File: src/rtl/sa_pkg.sv
// Shared types and widths for the systolic-array BRAM loader.
// Optional build macro: SA_BRAM_TRANSPOSE_EN (column-major weight remap).
package sa_pkg;

   localparam int unsigned ADDR_W    = 17;
   localparam int unsigned OFS_W     = 15;
   localparam int unsigned DATA_W    = 8;
   localparam int unsigned REG_W     = 2;
   localparam int unsigned WGT_DEPTH = 1024;
   localparam int unsigned WGT_OFS_W = $clog2(WGT_DEPTH);

   typedef enum logic [REG_W-1:0] {
      REG_DATA = 2'b00,
      REG_WGT  = 2'b01
   } region_e;

   typedef enum logic [1:0] {
      IDLE = 2'd0,
      LOAD = 2'd1,
      DONE = 2'd2
   } state_e;

endpackage

File: src/rtl/sa_bram_loader_if.sv
// Command, byte-stream and BRAM write-port bundle for the loader.
// Optional build macro: SA_BRAM_TRANSPOSE_EN (affects the loader, not this bundle).
interface sa_bram_loader_if;
   import sa_pkg::*;

   logic                 cmd_valid;
   logic                 cmd_ready;
   logic [REG_W-1:0]     cmd_region;
   logic [OFS_W-1:0]     cmd_base;
   logic [OFS_W-1:0]     cmd_len;
   logic                 s_valid;
   logic                 s_ready;
   logic [DATA_W-1:0]    s_data;
   logic                 s_last;
   logic                 wea;
   logic [ADDR_W-1:0]    addra;
   logic [DATA_W-1:0]    dia;
   logic                 done_o;
   logic                 err_o;

   // Host / DMA side: issues commands and bytes, observes the write port.
   modport master (
      output cmd_valid, cmd_region, cmd_base, cmd_len,
      output s_valid, s_data, s_last,
      input  cmd_ready, s_ready, wea, addra, dia, done_o, err_o
   );

   // Loader side: accepts commands and bytes, drives the write port.
   modport slave (
      input  cmd_valid, cmd_region, cmd_base, cmd_len,
      input  s_valid, s_data, s_last,
      output cmd_ready, s_ready, wea, addra, dia, done_o, err_o
   );

endinterface

File: src/rtl/sa_addr_gen.sv
// Combinational region offset generator: wrap per region and optional
// column-major weight remap.
// Optional build macro: SA_BRAM_TRANSPOSE_EN.
module sa_addr_gen
   import sa_pkg::*;
(
   input  logic [REG_W-1:0] region_i,
   input  logic [OFS_W-1:0] base_i,
   input  logic [OFS_W-1:0] count_i,
   output logic [OFS_W-1:0] ofs_o
);

   logic [WGT_OFS_W-1:0] wgt_idx_c;
   logic [WGT_OFS_W-1:0] wgt_ofs_c;

   // Data offsets wrap at the 15-bit field; weight offsets wrap at WGT_DEPTH.
   always_comb begin
      wgt_idx_c = '0;
      wgt_ofs_c = '0;
      ofs_o     = '0;
`ifdef SA_BRAM_TRANSPOSE_EN
      wgt_idx_c = {count_i[3:0], count_i[9:4]};
`else
      wgt_idx_c = count_i[WGT_OFS_W-1:0];
`endif
      wgt_ofs_c = base_i[WGT_OFS_W-1:0] + wgt_idx_c;
      if (region_i == REG_WGT) begin
         ofs_o = OFS_W'(wgt_ofs_c);
      end else begin
         ofs_o = base_i + count_i;
      end
   end

endmodule

File: src/rtl/sa_bram_loader.sv
// Write-side master for the systolic-array BRAM load port: turns a load
// command plus a valid/ready byte stream into one BRAM write per byte.
// Optional build macro: SA_BRAM_TRANSPOSE_EN (column-major weight remap).
module sa_bram_loader
   import sa_pkg::*;
(
   input  logic             clk,
   input  logic             rst,
   sa_bram_loader_if.slave  bus
);

   state_e               state_q;
   logic [REG_W-1:0]     region_q;
   logic [OFS_W-1:0]     base_q;
   logic [OFS_W-1:0]     len_q;
   logic [OFS_W-1:0]     count_q;
   logic [OFS_W-1:0]     count_d;
   logic [OFS_W-1:0]     ofs_c;
   logic                 cmd_ready_q;
   logic                 s_ready_q;
   logic                 wea_q;
   logic [ADDR_W-1:0]    addra_q;
   logic [DATA_W-1:0]    dia_q;
   logic                 done_q;
   logic                 err_q;
   logic                 cmd_fire_c;
   logic                 byte_fire_c;
   logic                 last_cnt_c;

   assign cmd_fire_c  = bus.cmd_valid && cmd_ready_q;
   assign byte_fire_c = bus.s_valid && s_ready_q;
   assign last_cnt_c  = (count_q == (len_q - OFS_W'(1)));
   assign count_d     = count_q + OFS_W'(1);

   sa_addr_gen u_addr_gen (
      .region_i (region_q),
      .base_i   (base_q),
      .count_i  (count_q),
      .ofs_o    (ofs_c)
   );

   // Load FSM with registered handshake, write-port and status outputs.
   always_ff @(posedge clk) begin
      if (rst) begin
         state_q     <= IDLE;
         region_q    <= '0;
         base_q      <= '0;
         len_q       <= '0;
         count_q     <= '0;
         cmd_ready_q <= 1'b1;
         s_ready_q   <= 1'b0;
         wea_q       <= 1'b0;
         addra_q     <= '0;
         dia_q       <= '0;
         done_q      <= 1'b0;
         err_q       <= 1'b0;
      end else begin
         wea_q  <= 1'b0;
         done_q <= 1'b0;
         case (state_q)
            IDLE: begin
               if (cmd_fire_c) begin
                  region_q    <= bus.cmd_region;
                  base_q      <= bus.cmd_base;
                  len_q       <= bus.cmd_len;
                  count_q     <= '0;
                  cmd_ready_q <= 1'b0;
                  if (bus.cmd_region[1]) begin
                     err_q   <= 1'b1;
                     state_q <= DONE;
                  end else if (bus.cmd_len == '0) begin
                     err_q   <= 1'b0;
                     state_q <= DONE;
                  end else begin
                     err_q     <= 1'b0;
                     s_ready_q <= 1'b1;
                     state_q   <= LOAD;
                  end
               end
            end
            LOAD: begin
               if (byte_fire_c) begin
                  wea_q   <= 1'b1;
                  addra_q <= {region_q, ofs_c};
                  dia_q   <= bus.s_data;
                  count_q <= count_d;
                  // Ends on the len-th byte or an early s_last; disagreement is an error.
                  if (last_cnt_c || bus.s_last) begin
                     s_ready_q <= 1'b0;
                     state_q   <= DONE;
                     if (last_cnt_c != bus.s_last) begin
                        err_q <= 1'b1;
                     end
                  end
               end
            end
            DONE: begin
               done_q      <= 1'b1;
               cmd_ready_q <= 1'b1;
               state_q     <= IDLE;
            end
            default: begin
               cmd_ready_q <= 1'b1;
               s_ready_q   <= 1'b0;
               state_q     <= IDLE;
            end
         endcase
      end
   end

   assign bus.cmd_ready = cmd_ready_q;
   assign bus.s_ready   = s_ready_q;
   assign bus.wea       = wea_q;
   assign bus.addra     = addra_q;
   assign bus.dia       = dia_q;
   assign bus.done_o    = done_q;
   assign bus.err_o     = err_q;

endmodule

File: src/flat_wrapper.sv
// flat-port wrapper written by rule: the top's interface ports become plain ports
module sa_bram_loader_flat import sa_pkg::*;
  (clk, rst, bus_cmd_valid, bus_cmd_region, bus_cmd_base, bus_cmd_len, bus_s_valid, bus_s_data, bus_s_last, bus_cmd_ready, bus_s_ready, bus_wea, bus_addra, bus_dia, bus_done_o, bus_err_o);
  sa_bram_loader_if bus_i ();
  input  logic clk;
  input  logic rst;
  input wire logic [$bits(bus_i.cmd_valid)-1:0] bus_cmd_valid;
  input wire logic [$bits(bus_i.cmd_region)-1:0] bus_cmd_region;
  input wire logic [$bits(bus_i.cmd_base)-1:0] bus_cmd_base;
  input wire logic [$bits(bus_i.cmd_len)-1:0] bus_cmd_len;
  input wire logic [$bits(bus_i.s_valid)-1:0] bus_s_valid;
  input wire logic [$bits(bus_i.s_data)-1:0] bus_s_data;
  input wire logic [$bits(bus_i.s_last)-1:0] bus_s_last;
  output wire logic [$bits(bus_i.cmd_ready)-1:0] bus_cmd_ready;
  output wire logic [$bits(bus_i.s_ready)-1:0] bus_s_ready;
  output wire logic [$bits(bus_i.wea)-1:0] bus_wea;
  output wire logic [$bits(bus_i.addra)-1:0] bus_addra;
  output wire logic [$bits(bus_i.dia)-1:0] bus_dia;
  output wire logic [$bits(bus_i.done_o)-1:0] bus_done_o;
  output wire logic [$bits(bus_i.err_o)-1:0] bus_err_o;
  assign bus_i.cmd_valid = bus_cmd_valid;
  assign bus_i.cmd_region = bus_cmd_region;
  assign bus_i.cmd_base = bus_cmd_base;
  assign bus_i.cmd_len = bus_cmd_len;
  assign bus_i.s_valid = bus_s_valid;
  assign bus_i.s_data = bus_s_data;
  assign bus_i.s_last = bus_s_last;
  assign bus_cmd_ready = bus_i.cmd_ready;
  assign bus_s_ready = bus_i.s_ready;
  assign bus_wea = bus_i.wea;
  assign bus_addra = bus_i.addra;
  assign bus_dia = bus_i.dia;
  assign bus_done_o = bus_i.done_o;
  assign bus_err_o = bus_i.err_o;
  sa_bram_loader u_core (.clk(clk), .rst(rst), .bus(bus_i));
endmodule
File: config.mk
export PLATFORM = sky130hd
export DESIGN_NAME = sa_bram_loader_flat
export DESIGN_NICKNAME = d
export VERILOG_FILES = /design/src/rtl/sa_pkg.sv /design/src/rtl/sa_bram_loader_if.sv /design/src/rtl/sa_addr_gen.sv /design/src/rtl/sa_bram_loader.sv /design/src/flat_wrapper.sv
export SDC_FILE = /design/constraint.sdc
export NUM_CORES = 1
export LEC_CHECK = 0
export CORE_MARGIN = 2
export CORE_UTILIZATION = 30
export CTS_CLUSTER_DIAMETER = 120
export DETAILED_ROUTE_END_ITERATION = 10
export GPL_ROUTABILITY_DRIVEN = 1
export MAX_ROUTING_LAYER = met4
export PLACE_DENSITY_LB_ADDON = 0.15
export SLEW_MARGIN = 20
export SYNTH_ARGS = -nofsm -noshare
export SYNTH_HDL_FRONTEND = slang
export SYNTH_HIERARCHICAL = 1
export SYNTH_SLANG_ARGS = --single-unit
File: constraint.sdc
create_clock -name clk -period 4.7 [get_ports clk]
set_input_delay 0.94 -clock clk [delete_from_list [all_inputs] [get_ports clk]]
set_output_delay 0.94 -clock clk [all_outputs]
set_load 0.1 [all_outputs]
# Word-level counts from Yosys, hierarchy flattened
# Cells that the tools add are included.
classes:
  reduce_logical: 14
  add_sub_neg: 4
  eq_ne: 11
  muxes: 26
  bitwise: 2
ops:
  columns: ["op", "count"]
  rows:
  - ["15-bit two-way mux", 3]
  - ["15-bit case mux with 2 select lines", 1]
  - ["15-bit by 1-bit adder with 15-bit output, second input constant", 1]
  - ["15-bit adder", 1]
  - ["15-bit == test", 1]
  - ["15-bit zero test", 1]
  - ["15-bit by 1-bit subtractor with 15-bit output, second input constant", 1]
  - ["1-bit two-way mux", 13]
  - ["10-bit adder", 1]
  - ["2-bit two-way mux", 5]
  - ["2-bit by 1-bit != test with 1-bit output, second input constant", 4]
  - ["2-bit AND reduction", 3]
  - ["3-bit AND reduction", 2]
  - ["6-bit AND reduction", 1]
  - ["5-bit AND reduction", 1]
  - ["2-bit by 1-bit == test with 1-bit output, second input constant", 2]
  - ["2-bit != test, second input constant", 2]
  - ["1-bit case mux with 2 select lines", 2]
  - ["2-bit case mux with 2 select lines", 1]
  - ["1-bit case mux with 3 select lines", 1]
  - ["2-bit == test, second input constant", 1]
  - ["1-bit logical AND", 2]
  - ["2-bit zero test", 1]
  - ["1-bit NOT", 2]
  - ["other kinds (4)", 4]
totals:
  reg_bits: 79
  inputBits: 45
  out_inout_bits: 30

# Depth between registers and ports, before layout
depth:
  ltp_word: 7
  ltp_mapped: 12
  ltp_nobuf: 12

# By module
# The synthesis kept the hierarchy.
modules_own_cells:
  columns: ["mod", "cells_each", "instances", "area_each_um2"]
  rows:
  - ["sa_bram_loader", 436, 1, 3470.8]
  - ["sa_addr_gen", 91, 1, 684.4]

# Worst setup path after synthesis
# Ideal clock, no wire load.
synth_path:
  path_type: "reg-to-reg"
  from: "reg u_core.len_q[0]"
  to: "reg u_core.s_ready_q (netlist: u_core/bus.s_ready)"
  path_slack_ns: 1.893
  path_stages_with_launch: 12
  setup_ns: 0.095
  period_less_slack_ns: 2.807
  n_path_buf: 0
  t_required_ns: 4.605
  t_arrival_ns: 2.712
  path_cell_list: "dfxtp_1 > inv_1 > ha_1 > or4b_1 > nand4b_1 > xnor2_1 > a211oi_1 > nand4_1 > ha_1 > o21ai_0 > nand3_1 > a221oi_1"
synth_via:
  elab_chain_len: 5
synth_lines:
  columns: ["element", "line_no", "source"]
  rows:
  - ["from (decl)", "sa_bram_loader.sv:15", "logic [OFS_W-1:0] len_q;"]
  - ["from (signal assigned)", "sa_bram_loader.sv:65", "len_q <= bus.cmd_len;"]
  - ["15-bit by 1-bit subtractor with 15-bit output", "sa_bram_loader.sv:32", "assign last_cnt_c = (count_q == (len_q - OFS_W'(1)));"]
  - ["15-bit == test", "sa_bram_loader.sv:32", null]
  - ["1-bit logical OR", "sa_bram_loader.sv:88", "if (last_cnt_c || bus.s_last) begin"]
  - ["2-bit by 1-bit != test with 1-bit output (no source line)", null, null]
  - ["6-bit AND reduction (no source line)", null, null]
  - ["to (signal assigned)", "sa_bram_loader.sv:51", "s_ready_q <= 1'b0;"]
  - ["to (signal assigned)", "sa_bram_loader.sv:89", "s_ready_q <= 1'b0;"]
  - ["to (signal assigned)", "sa_bram_loader.sv:104", "s_ready_q <= 1'b0;"]
  - ["to (decl)", "sa_bram_loader.sv:20", "logic s_ready_q;"]
# No other way between the ends.
# A chain may end at the register's enable or synchronous reset.

# Worst setup path after layout
# Same ends and word-level chain as after synthesis.

==> metrics.txt <==
GRT met1 Usage=about a fifth; GR Util met2=24.7%; Antenna Nets Post-Route=0; Max Slew Vio Count=0; total track usage=between 10% and 20%; Max Freq=0.301 GHz; Skew-Pair Late Insertion Delay=between 0.3 and 0.4 ns; Worst setup EP type=register; worst-path maximum fanout=6; Initial DRC Count=190; fin crit period=3.32 ns; # fillers=about 1.4k; largest family of logic cells by synthesized area=simple AND/OR/NAND/NOR gates; synthesized cell area=between 4000 and 5000 um2; CTS tree=built; Die Y-Extent=approximately 120 um; # resized after CTS=0; Pre-Repair DR Iteration Count=5; final hold slack=roughly 0.45 ns; Seq cells post-synth=79; utilization after layout=about two fifths; die area=14800 um2; cts bufs inserted=9; worst path arrival time=3.56 ns; post-synthesis cell count=527; core area=roughly 14000 um2; vias per cell=a little under 5; WL/cell=14.2 um; Synth Area in Compound Gates=18.1%; type of the tightest min-delay check=reg2reg; Hold Fails Final Rpt=0; crit share post-route=a little over two thirds; initial antenna violation count=0; met3 usage=2.72%; Post-synth EDFFs=0; adder-cell share of the synthesized area=under 10%; vias in the first global route=roughly 3.7k; outcome=complete, no violations; layout cells sized above 1=6.22%; Die Wd=between 100 and 150 um; GP Congestion=between 0.8 and 0.9; Reg area=1580 um2; Pleak=approximately 2 nW; vias=between 3k and 4k; yosys warns=6; syn nets=590; DP HPWL=roughly 8000 um; number of port buffers=74; maximum vdd drop=~170 uV; global-route wire length before repair=18000 um; clock root cell=clkbuf_16; synth unique cells=65; setup TNS=0 ns; simple-gate share of the synthesized area=between 20% and 30%; post-synthesis xor/xnor area fraction=8.22%; Ant. Diodes=0; Site Rows=43; sequential element share of the synthesized area=a little under two fifths; CTS Sinks=approximately 80; largest net degree at the start of global routing=67; post-CTS setup buffer count=0; CTS HTree Levels=3; Layout area overhead=29.1%; mux contribution to synthesized area=less than 1%; RSZ-0062 raised after global routing=no; kind of critical path=reg2reg; hold buffers post-CTS=0; max cap viols=0; GRT overflow=0; CTS max path bufs=2; Cell Pwr Density=~330 nW/um2; Initial Util=about 30%; drc violations=0; Final Net Count=653; GRT Max-Usage Layer=met2; multi-input logic area=2400 um2; Final setup viols=0; Critical Path RT=between 4 and 5 ns; Clock Skew=0.00849 ns; Worst setup SP type=register; Post-Syn Area per Cell=between 7 and 8 um2; relative slew slack=approximately a third; Clk pin slew, worst setup/hold paths=roughly 0.060 ns; # IOs=75; worst-margin pin slew=between 0.9 and 1 ns; ys flop type=dfxtp_1; async set-reset flop share out of synthesis=0%; detailed-route wire length=between 10000 and 15000 um
## worst max-delay path, stage by stage (launching register included)
cell	delay [ns]
dfxtp_1	0.36
inv_1	0.07
ha_1	0.26
or4b_1	0.57
nand4b_1	0.24
xnor2_1	0.18
a211oi_1	0.26
nand4_1	0.17
ha_1	0.25
o21ai_0	0.38
nand3_1	0.16
a221oi_1	0.33
## cell usage in the layout (no fill, tap or decap), drive strengths merged, types with 5 or more instances in the layout
cell type | netlist | layout
nand3 | 6 | 6
xor2 | 21 | 21
nand2 | 130 | 130
clkbuf | 20 | 11
nor3 | 7 | 7
inv | 17 | 19
xnor2 | 18 | 18
a21oi | 78 | 78
nor4 | 7 | 7
o21ai | 14 | 14
dfxtp | 79 | 79
nor2 | 29 | 29
clkdlybuf4s50 | 0 | 73
buf | 7 | 6
nand4 | 8 | 8
ha | 17 | 17
nand2b | 5 | 5
## path summary, 6_finish.rpt
kind                                                     start                         endpoint  slack (ns)  cells after the start
worst min-delay path            u_core/bus.dia[3]$_SDFFE_PP0P_   u_core/bus.dia[3]$_SDFFE_PP0P_        0.45                      2
worst max register to register    u_core/len_q[0]$_SDFFE_PP0P_  u_core/bus.s_ready$_SDFFE_PP0P_        1.38                     11
worst min register to register  u_core/bus.dia[3]$_SDFFE_PP0P_   u_core/bus.dia[3]$_SDFFE_PP0P_        0.45                      2
worst max-delay path              u_core/len_q[0]$_SDFFE_PP0P_  u_core/bus.s_ready$_SDFFE_PP0P_        1.38                     11
## metal layers
metal	vias up	wire, um
li1	1936	-
met1	1787	5360
met2	77	5060
met3	14	398
met4	0	216
met5	-	0
## registers in the layout, indices dropped and copies added, names as in the netlist
| signal | count |
|---|---|
| u_core/state_q | 2 |
| u_core/bus.wea | 1 |
| u_core/base_q | 15 |
| u_core/bus.cmd_ready | 1 |
| u_core/bus.s_ready | 1 |
| u_core/region_q | 2 |
| u_core/len_q | 15 |
| u_core/bus.done_o | 1 |
| u_core/count_q | 15 |
| u_core/bus.addra | 17 |
| u_core/bus.dia | 8 |
| u_core/bus.err_o | 1 |
## final cells by class
type	count	area share (%)
flip-flops and latches	79	29.5
well taps	180	4.20
inverters	17	1.19
repair buffers	79	14.4
multi-input cells	404	44.8
clock inverters	5	1.17
clock buffers	11	4.71
## synth_stat cells, types with 3 or more instances
master	n	share of area, %
a21o_1	3	0.54
ha_1	17	5.1
o21ai_0	12	1.4
clkbuf_1	19	1.7
and3_1	4	0.60
nand4b_1	3	0.63
nor2_1	29	2.6
a211o_1	3	0.63
nand3_1	6	0.72
xor2_1	21	4.4
dfxtp_1	79	38
xnor2_1	18	3.8
nor4_1	7	1.1
nand2b_1	5	0.75
o211ai_1	4	0.72
a21oi_1	78	9.4
a211oi_1	3	0.54
nand2_1	130	12
inv_1	17	1.5
buf_2	3	0.36
nand4_1	8	1.2
nor3_1	7	0.84
## cells by family (layout without fill, tap and decap cells)
group | count (synthesis) | count (layout)
buf+inv | 44 | 112
compound gates | 122 | 122
simple gates | 222 | 222
flops | 79 | 79
xor+xnor | 39 | 39
mux | 3 | 3
fa+ha+maj | 18 | 18
## metrics by stage
| step | power (mW) | cells | area, um2 | worst slack, ns |
|---|---|---|---|---|
| 4_1_cts | 1.78 | 775 | 5360 | 1.39 |
| 5_1_grt | 1.84 | 775 | 5360 | 1.08 |
| 6_report | 1.75 | 775 | 5360 | 1.38 |
| 3_3_place_gp | 1.04 | 759 | 5050 | 1.53 |
| 3_5_place_dp | 1.04 | 759 | 5050 | 1.45 |
| 2_1_floorplan | 0.939 | 527 | 4160 | 1.89 |
## power breakdown
part	switching, mW	total (mW)	internal, mW
Clock	0.288	0.733	0.444
Combinational	0.167	0.291	0.124
Sequential	0.0331	0.731	0.698
(Power assumes the default switching activity.)
